==> src/rtl/fpm_pkg.sv <==
// rtl/fpm_pkg.sv - shared fixed-point widths, pixel limits and accumulator FSM states
// Shared by the multiplier, its feeder and the product accumulator.
package fpm_pkg;

  localparam int PROD_W    = 26;    // sfix26_En18 product width
  localparam int PROD_FRAC = 18;    // fractional bits of a product
  localparam int PIX_W     = 10;    // sfix10_En0 pixel width
  localparam int PIX_MAX   = 511;
  localparam int PIX_MIN   = -512;

  typedef enum logic {
    ACCUM = 1'b0,
    HOLD  = 1'b1
  } acc_state_t;

endpackage

==> src/rtl/round_saturate.sv <==
// rtl/round_saturate.sv - round-half-up requantization of an En18 sum to a saturated 10-bit pixel
// Ports:
//   sum   - accumulated sum, signed, PROD_FRAC fractional bits
//   pixel - rounded and clipped pixel, sfix10_En0
//   sat   - 1 when the rounded value fell outside [PIX_MIN, PIX_MAX]
module round_saturate
  import fpm_pkg::*;
#(
  parameter int ACC_W = 30
) (
  input  logic [ACC_W-1:0] sum,
  output logic [PIX_W-1:0] pixel,
  output logic             sat
);

  localparam logic signed [ACC_W:0] W_MAX  = (ACC_W+1)'(PIX_MAX);
  localparam logic signed [ACC_W:0] W_MIN  = (ACC_W+1)'(PIX_MIN);
  localparam logic signed [ACC_W:0] W_HALF = (ACC_W+1)'(1 << (PROD_FRAC - 1));

  logic signed [ACC_W:0] w_wide;
  logic signed [ACC_W:0] w_rnd;
  logic signed [ACC_W:0] w_q;

  // One guard bit so adding the half-LSB can never wrap the sum.
  assign w_wide = $signed({sum[ACC_W-1], sum});
  assign w_rnd  = w_wide + W_HALF;
  assign w_q    = w_rnd >>> PROD_FRAC;

  always_comb begin
    pixel = w_q[PIX_W-1:0];
    sat   = 1'b0;
    if (w_q > W_MAX) begin
      pixel = PIX_W'(PIX_MAX);
      sat   = 1'b1;
    end else if (w_q < W_MIN) begin
      pixel = PIX_W'(PIX_MIN);
      sat   = 1'b1;
    end
  end

endmodule

==> src/rtl/product_accumulator.sv <==
// rtl/product_accumulator.sv - sums KERNEL_TAPS products per window and holds the requantized pixel
// Ports:
//   clk, GlobalReset          - clock, asynchronous active-high reset
//   ProdValid/ProdPort/ProdReady    - incoming product stream (sfix26_En18)
//   PixelValid/PixelOut/PixelReady  - outgoing pixel stream (sfix10_En0)
//   SatFlag                   - PixelOut was clipped, qualified by PixelValid
module product_accumulator
  import fpm_pkg::*;
#(
  parameter int KERNEL_TAPS = 9,
  parameter int ACC_W       = 30
) (
  input  logic              clk,
  input  logic              GlobalReset,
  input  logic              ProdValid,
  input  logic [PROD_W-1:0] ProdPort,
  output logic              ProdReady,
  output logic              PixelValid,
  input  logic              PixelReady,
  output logic [PIX_W-1:0]  PixelOut,
  output logic              SatFlag
);

  localparam int CNT_W = (KERNEL_TAPS > 1) ? $clog2(KERNEL_TAPS) : 1;
  localparam logic [CNT_W-1:0] LAST_TAP = CNT_W'(KERNEL_TAPS - 1);

  acc_state_t r_state;
  acc_state_t w_next;

  logic [CNT_W-1:0] r_count;
  logic [ACC_W-1:0] r_acc;
  logic [PIX_W-1:0] r_pixel;
  logic             r_sat;

  logic             w_accept;
  logic             w_last;
  logic [ACC_W-1:0] w_prod_ext;
  logic [ACC_W-1:0] w_sum;
  logic [PIX_W-1:0] w_pixel;
  logic             w_sat;

  // Acceptance is derived from state directly rather than from ProdReady so
  // the FSM process does not read back one of its own outputs.
  assign w_accept   = ProdValid & ((r_state == ACCUM) | PixelReady);
  assign w_last     = (r_count == LAST_TAP);
  assign w_prod_ext = {{(ACC_W-PROD_W){ProdPort[PROD_W-1]}}, ProdPort};
  // A zero count marks the first tap: load rather than add to the stale sum.
  assign w_sum      = (r_count == '0) ? w_prod_ext : (r_acc + w_prod_ext);

  round_saturate #(
    .ACC_W (ACC_W)
  ) u_round_saturate (
    .sum   (w_sum),
    .pixel (w_pixel),
    .sat   (w_sat)
  );

  always_ff @(posedge clk or posedge GlobalReset) begin
    if (GlobalReset) begin
      r_state <= ACCUM;
    end else begin
      r_state <= w_next;
    end
  end

  always_comb begin
    w_next     = r_state;
    ProdReady  = 1'b1;
    PixelValid = 1'b0;
    case (r_state)
      ACCUM: begin
        if (w_accept && w_last) begin
          w_next = HOLD;
        end
      end
      HOLD: begin
        ProdReady  = PixelReady;
        PixelValid = 1'b1;
        // A pop that coincides with a finishing tap refills HOLD at once.
        if (PixelReady && !(w_accept && w_last)) begin
          w_next = ACCUM;
        end
      end
      default: begin
        w_next = ACCUM;
      end
    endcase
  end

  always_ff @(posedge clk or posedge GlobalReset) begin
    if (GlobalReset) begin
      r_count <= '0;
      r_acc   <= '0;
      r_pixel <= '0;
      r_sat   <= 1'b0;
    end else if (w_accept) begin
      r_acc <= w_sum;
      if (w_last) begin
        r_count <= '0;
        r_pixel <= w_pixel;
        r_sat   <= w_sat;
      end else begin
        r_count <= r_count + 1'b1;
      end
    end
  end

  assign PixelOut = r_pixel;
  assign SatFlag  = r_sat;

endmodule

==> config.mk <==
export PLATFORM = sky130hd
export DESIGN_NAME = product_accumulator
export DESIGN_NICKNAME = d
export VERILOG_FILES = /design/src/rtl/fpm_pkg.sv /design/src/rtl/round_saturate.sv /design/src/rtl/product_accumulator.sv
export SDC_FILE = /design/constraint.sdc
export NUM_CORES = 1
export LEC_CHECK = 0
export ABC_AREA = 0
export CAP_MARGIN = 10
export CORE_MARGIN = 2
export CORE_UTILIZATION = 53
export DETAILED_ROUTE_END_ITERATION = 8
export PLACE_DENSITY = 0.75
export SYNTH_ARGS = -nofsm -noshare
export SYNTH_HDL_FRONTEND = slang
export SYNTH_HIERARCHICAL = 1
export SYNTH_SLANG_ARGS = --single-unit
export TNS_END_PERCENT = 1
==> constraint.sdc <==
create_clock -name clk -period 3.8 [get_ports clk]
set_clock_uncertainty 0.2 [all_clocks]
set_input_delay 1.14 -clock clk [delete_from_list [all_inputs] [get_ports clk]]
set_output_delay 1.14 -clock clk [all_outputs]
set_load 0.005 [all_outputs]
[Word level (Yosys, flattened, before mapping)]
Index checks and enable logic that the tools add are counted.
Storage, ports and cells
  bits in registers: 46
  bits of input ports: 30
  output and inout port bits: 13
  logic and storage cells: 30
Cells by class
  $add $sub $neg: 3
  $lt $le $gt $ge: 2
  equal/unequal tests: 1
  muxes and demuxes: 11
  bitwise operators: 3
  reduce and logical (&&, ||, !) cells: 5
Operators with widths (number)
  $add 30x19->31 const B: 1
  $add 30x30->30: 1
  $mux 30: 1
  $mux 10: 2
  $gt 13x10->1 const B: 1
  $lt 13x10->1 const B: 1
  $mux 1: 6
  $add 4x1->4 const B: 1
  $eq 4x4->1 const B: 1
  $logic_not 4->1: 1
  $mux 4: 1
  $logic_and 1x1->1: 2
  $pmux 1 s2: 1
  $reduce_and 2->1: 1
  $and 1x1->1: 1
  $logic_not 1->1: 1
  $not 1->1: 1
  $or 1x1->1: 1

[Logic depth before layout (Yosys ltp)]
  word-level depth: 8
  depth in mapped cells: 18
  mapped depth without buffers: 17

[Hierarchy]
Netlist, hierarchy kept.
By module, submodules not included
  product_accumulator: times used 1, cells an instance 414, area an instance 3653.5 sq um, seq. area each 1151.1 sq um
  round_saturate: times used 1, cells an instance 76, area an instance 506.7 sq um, seq. area each 0.0 sq um

[Worst setup path after synthesis]
No wires, ideal clock.
  kind: input to register
  start point: in ProdPort[0]
  end point: reg r_pixel[2], in the netlist PixelOut[2]
  setup time: 0.125 ns
  arrival: 4.617 ns
  data required time: 3.475 ns
  path slack: -1.142 ns
  cell stages on the path: 17
  path buffers: 0
  cells stage by stage: ha_1 -> fa_1 -> a211o_1 -> a2111oi_2 -> o31ai_4 -> nand4_2 -> nand2b_1 -> xor2_1 -> nor2_1 -> nor2_1 -> ha_1 -> nand3_1 -> nor2_1 -> o41ai_4 -> nor2_2 -> a21oi_1 -> mux2_2
On the way
  cells in the longest elaborated chain, start to end: 6
  elaborated cells on any way between the ends: 7
Ends and longest elaborated chain
  start, declared: line product_accumulator.sv:16  | input logic [PROD_W-1:0] ProdPort,
  $add 30x30->30 (*): line product_accumulator.sv:48  | assign w_sum = (r_count == '0) ? w_prod_ext : (r_acc + w_prod_ext);
  $mux 30 (*): line product_accumulator.sv:48
  net w_sum[18]: line product_accumulator.sv:38  | logic [ACC_W-1:0] w_sum;
  $add 30x19->31 (*): line round_saturate.sv:26  | assign w_rnd = w_wide + W_HALF;
  $lt 13x10->1: line round_saturate.sv:35  | end else if (w_q < W_MIN) begin
  $mux 10: line round_saturate.sv:35
  $mux 10 (*): line round_saturate.sv:32  | if (w_q > W_MAX) begin
  net w_pixel[2]: line product_accumulator.sv:39  | logic [PIX_W-1:0] w_pixel;
  end signal, assigned: line product_accumulator.sv:100  | r_pixel <= w_pixel;
  end, declared: line product_accumulator.sv:32  | logic [PIX_W-1:0] r_pixel;
The timed path passes the listed nets; every way through them passes the cells marked *.
A chain may end at the register's enable or synchronous reset.

[Final worst setup path]
  start point: in ProdPort[3]
  end point: reg r_sat, in the netlist SatFlag
On the way
  cells in the longest elaborated chain, start to end: 6
  elaborated cells on any way between the ends: 7
Ends and longest elaborated chain
  $add 30x30->30 (*): line product_accumulator.sv:48
  $mux 30 (*): line product_accumulator.sv:48
  net w_sum[23]: line product_accumulator.sv:38
  $add 30x19->31 (*): line round_saturate.sv:26
  $lt 13x10->1: line round_saturate.sv:35
  $mux 1: line round_saturate.sv:35
  $mux 1 (*): line round_saturate.sv:32
  net w_sat: line product_accumulator.sv:40  | logic w_sat;
  end signal, assigned: line product_accumulator.sv:101  | r_sat <= w_sat;
  end, declared: line product_accumulator.sv:33  | logic r_sat;
Marked as above.

==> impl_summary.md <==
Run status
The run finished, with violations left. The final reports fail on setup timing.

Clock tree
TritonCTS created 5 clock buffers. The clock sink count is 46. After clock tree synthesis, the clock-pin slew on the worst setup and hold paths is 0.10 ns. Counting along the longest clock path gives a buffer depth of 2. The H-tree generated during clock tree synthesis spans 2 levels. CTS placed an instance of sky130_fd_sc_hd__clkbuf_8 at the clock tree root. The clock insertion delay at the later pin of the skew report is 0.32 ns.

The clock tree from TritonCTS is done.

Floorplan
The number of top-level pins is 43. The region available for standard cell placement spans 7650 µm². The die width is 92.6 µm. For this configuration, the core starts out at a cell density of 0.544. The row count is 32. Measured along the y axis, the die boundary spans between 90 and 100 µm.

The floorplan step defined a die boundary enclosing 8570 µm².

Routing
Summed over all nets, wire length on met2 after detailed routing comes to 7810 µm. The met1 wire length is 6170 µm. The routed wire length is 16700 µm. For this block, the initial DRC count from the detailed router was 568. Using the TritonRoute via totals, the vias-per-cell ratio works out to 6.51. Wire segments on met3 add up to 1480 µm in the final route. Before antenna repair, the detailed router went through 8 iterations. In the routed design, unresolved DRC markers number 0.

The number of nets still failing antenna checks after routing is 0. The detailed router placed 5030 vias in this run. The highest metal layer carrying signal wires in the routed design is met4. In the final routed layout, each cell accounts on average for 21.6 µm.

Timing
The worst slew margin relative to its limit is 0.569. Setup repair after global routing could not meet its margin everywhere. The total count of max-transition violations in the final report is 0. The count of endpoints failing setup in the final report is 17. For this run, the top clock speed supported by timing is 198 MHz. The worst path in the final design needs a cycle of between 5 and 6 ns, including I/O delays and setup. The slew at the pin closest to its max-slew limit is about 0.65 ns. The number of hold-slack violations in the final timing report is 0. After layout, the worst setup slack is -1.26 ns.

The share of the cycle needed by the critical path after routing is 1.33.

GRT
The largest net degree at the start of global routing is 47. The number of global-route vias before repair is 4847. The first-pass GRT wire length is roughly 24000 µm.

The number of antenna violations at the first check in global routing came to 0. The global routing usage summed across all routing layers is 0.347. Summed over all layers, the global routing overflow is 0.

Setup path
The critical path crosses 20 cells after its start point. Walking the worst path, the cells encountered are buf_2 > ha_4 > a21o_1 > a21oi_1 > buf_4 > a2111o_1 > a211oi_4 > o2111ai_4 > buf_4 > a31oi_4 > xor2_1 > nand2_1 > nand2_2 > nand3_4 > buf_6 > nor4_4 > o21bai_1 > nor3_1 > a211oi_1 > mux2_4. The kind of cell with the highest combined delay on the critical path is compound AO/OA/AOI/OAI gates. The critical setup path kind is input pin to flip-flop. The peak fanout along the critical path is 4. The worst setup path is captured at a flip-flop.

Data arrives at the worst endpoint at 5.06 ns. The cell depth of the worst flop-to-flop path is 18. The required time at the endpoint of the critical path is 3.80 ns. The worst setup path is launched from an input pin. The most numerous cell type found on the critical path is sky130_fd_sc_hd__buf_4. In this design, the stage delay of the slowest critical-path cell is 0.44 ns. Together, buffers and inverters on the worst path number 4. The worst-path cell with the longest stage delay is sky130_fd_sc_hd__a2111o_1.

Synth
The number of enable-type register cells in the synthesized netlist is 0. The net count after synthesis is 553. The top flip-flop cell by instance count after synthesis is sky130_fd_sc_hd__dfrtp_1. Synthesis inferred 46 register bits.

The synthesized netlist contains 67 unique library cells. The sequential area share after synthesis is 0.277. During synthesis, Yosys emitted a total of 6 warnings. The per-instance average area after synthesis is 8.49 µm². The mapped netlist covers around 4200 µm². In the synthesized netlist, the number of instances is 490. After synthesis, the share of flip-flops with an asynchronous set or reset is 1.00.

Cells and area
Counting the fill cells in the layout gives between 300 and 400. Of the cells placed in the final design, the portion with a size suffix greater than 1 is 0.431. The number of antenna cells inserted is 0. The layout-stage area growth over the synthesis result is 55.0%. At the end of the flow the core is filled with cells to 0.843.

The number of nets in the final layout is 733.

Place
Once detailed placement completed, the half-perimeter wirelength came to just under 9000 µm. The count of port buffers added during placement is 42. Routability-driven placement finished with a final weighted congestion of 0.945.

Worst hold path
The path class of the lowest-slack min-delay path is flip-flop to flip-flop. The worst hold path was traced through 2 stages.

Run
The tool flagged a number of max-cap violations equal to 0.
==> per-stage QoR <==
stage	hold slack, ns	area [µm²]	worst slack (ns)	std cells	TNS (ns)
final	0.302	6450	-1.26	773	-13.69
after detailed placement	0.265	5560	-1.68	737	-26.76
after CTS	0.307	6160	-0.839	765	-9.07
after floorplan	0.243	4200	-0.856	490	-9.04
after global placement	0.258	5560	-1.56	737	-24.15
after global routing	0.332	6450	-1.29	773	-14.67
==> final cells by class <==
cell class / count / area [µm²] / share of cell area
Inverter: 8 / 30.0 / 0.00466
Clock inverter: 2 / 37.5 / 0.00582
Clock buffer: 6 / 72.6 / 0.0113
Multi-Input combinational cell: 418 / 3470 / 0.538
Sequential cell: 46 / 1150 / 0.179
Tap cell: 102 / 128 / 0.0198
Timing Repair Buffer: 191 / 1560 / 0.242
==> flip-flops by register name (all words and copies together) (netlist names) <==
name,cells
r_acc,30
PixelOut,10
SatFlag,1
r_count,4
r_state,1
==> tightest hold or removal path, cell delays in order, from the launching register on <==
cell and delay (ns):
sky130_fd_sc_hd__dfrtp_1 0.37, sky130_fd_sc_hd__nand2_1 0.05, sky130_fd_sc_hd__nand2_1 0.06
==> synth_stat cells, types with 6 or more instances <==
library cell | instances | area [µm²]
sky130_fd_sc_hd__xnor2_1 | 22 | 193
sky130_fd_sc_hd__o21ai_0 | 23 | 115
sky130_fd_sc_hd__mux2_2 | 27 | 304
sky130_fd_sc_hd__a31oi_1 | 14 | 87.6
sky130_fd_sc_hd__nor2_1 | 42 | 158
sky130_fd_sc_hd__nand2_1 | 79 | 297
sky130_fd_sc_hd__dfrtp_1 | 46 | 1150
sky130_fd_sc_hd__a21oi_1 | 40 | 200
sky130_fd_sc_hd__a21o_1 | 17 | 128
sky130_fd_sc_hd__o21a_1 | 6 | 45.0
sky130_fd_sc_hd__ha_1 | 32 | 400
sky130_fd_sc_hd__xor2_1 | 11 | 96.3
sky130_fd_sc_hd__inv_1 | 8 | 30.0
sky130_fd_sc_hd__o21bai_1 | 6 | 45.0
sky130_fd_sc_hd__nand4_1 | 8 | 50.1
sky130_fd_sc_hd__nand3_1 | 8 | 40.0
sky130_fd_sc_hd__clkbuf_1 | 11 | 41.3
==> placed cells by master (no fill, tap or decap), types with 8 or more instances in the layout <==
cell | netlist | final
sky130_fd_sc_hd__a21o_1 | 17 | 17
sky130_fd_sc_hd__a21oi_1 | 40 | 29
sky130_fd_sc_hd__a21oi_2 | 3 | 12
sky130_fd_sc_hd__buf_4 | 1 | 141
sky130_fd_sc_hd__buf_6 | 1 | 9
sky130_fd_sc_hd__clkdlybuf4s50_1 | 0 | 26
sky130_fd_sc_hd__dfrtp_1 | 46 | 46
sky130_fd_sc_hd__ha_1 | 32 | 14
sky130_fd_sc_hd__ha_4 | 0 | 15
sky130_fd_sc_hd__mux2_2 | 27 | 24
sky130_fd_sc_hd__nand2_1 | 79 | 73
sky130_fd_sc_hd__nand4_1 | 8 | 8
sky130_fd_sc_hd__nor2_1 | 42 | 37
sky130_fd_sc_hd__o21ai_0 | 23 | 17
sky130_fd_sc_hd__xnor2_1 | 22 | 19
sky130_fd_sc_hd__xor2_1 | 11 | 11
==> timing repair <==
item,CTS,global route
hold buffers,0,0
pin swaps,52,30
setup endpoints to repair,23,22
resized for setup,86,53
setup buffers,19,8
gates cloned,1,0
==> path summary, 6_finish.rpt <==
kind / endpoint / slack (ns) / startpoint
worst max-delay path: SatFlag / -1.26 / ProdPort[3]
worst min-delay path: r_acc[19] / 0.30 / r_acc[19]
worst max register to register: SatFlag / -0.75 / r_acc[1]
worst min register to register: r_acc[19] / 0.30 / r_acc[19]
max in group asynchronous: r_acc[23] / 1.87 / GlobalReset
min in group asynchronous: PixelOut[6] / 1.09 / GlobalReset
==> layer usage <==
layer  GRT usage  vias to the layer above
li1            -                     2124
met1       0.423                     2351
met2       0.587                      404
met3      0.0610                      151
met4       0.180                        0
met5           0                        -
==> logic make-up after synthesis <==
family | count (synthesis) | synth area share
AND/OR/NAND/NOR | 183 | 0.209
multiplexers | 31 | 0.0863
adder cells (fa/ha/maj) | 33 | 0.101
buffers and inverters | 26 | 0.0295
flip-flops | 46 | 0.277
XOR/XNOR | 33 | 0.0695
AO/OA/AOI/OAI | 138 | 0.228
Power is left out: the tool's default activity adds up to more than one toggle a clock period on the data nets, which glitch-free logic cannot reach.
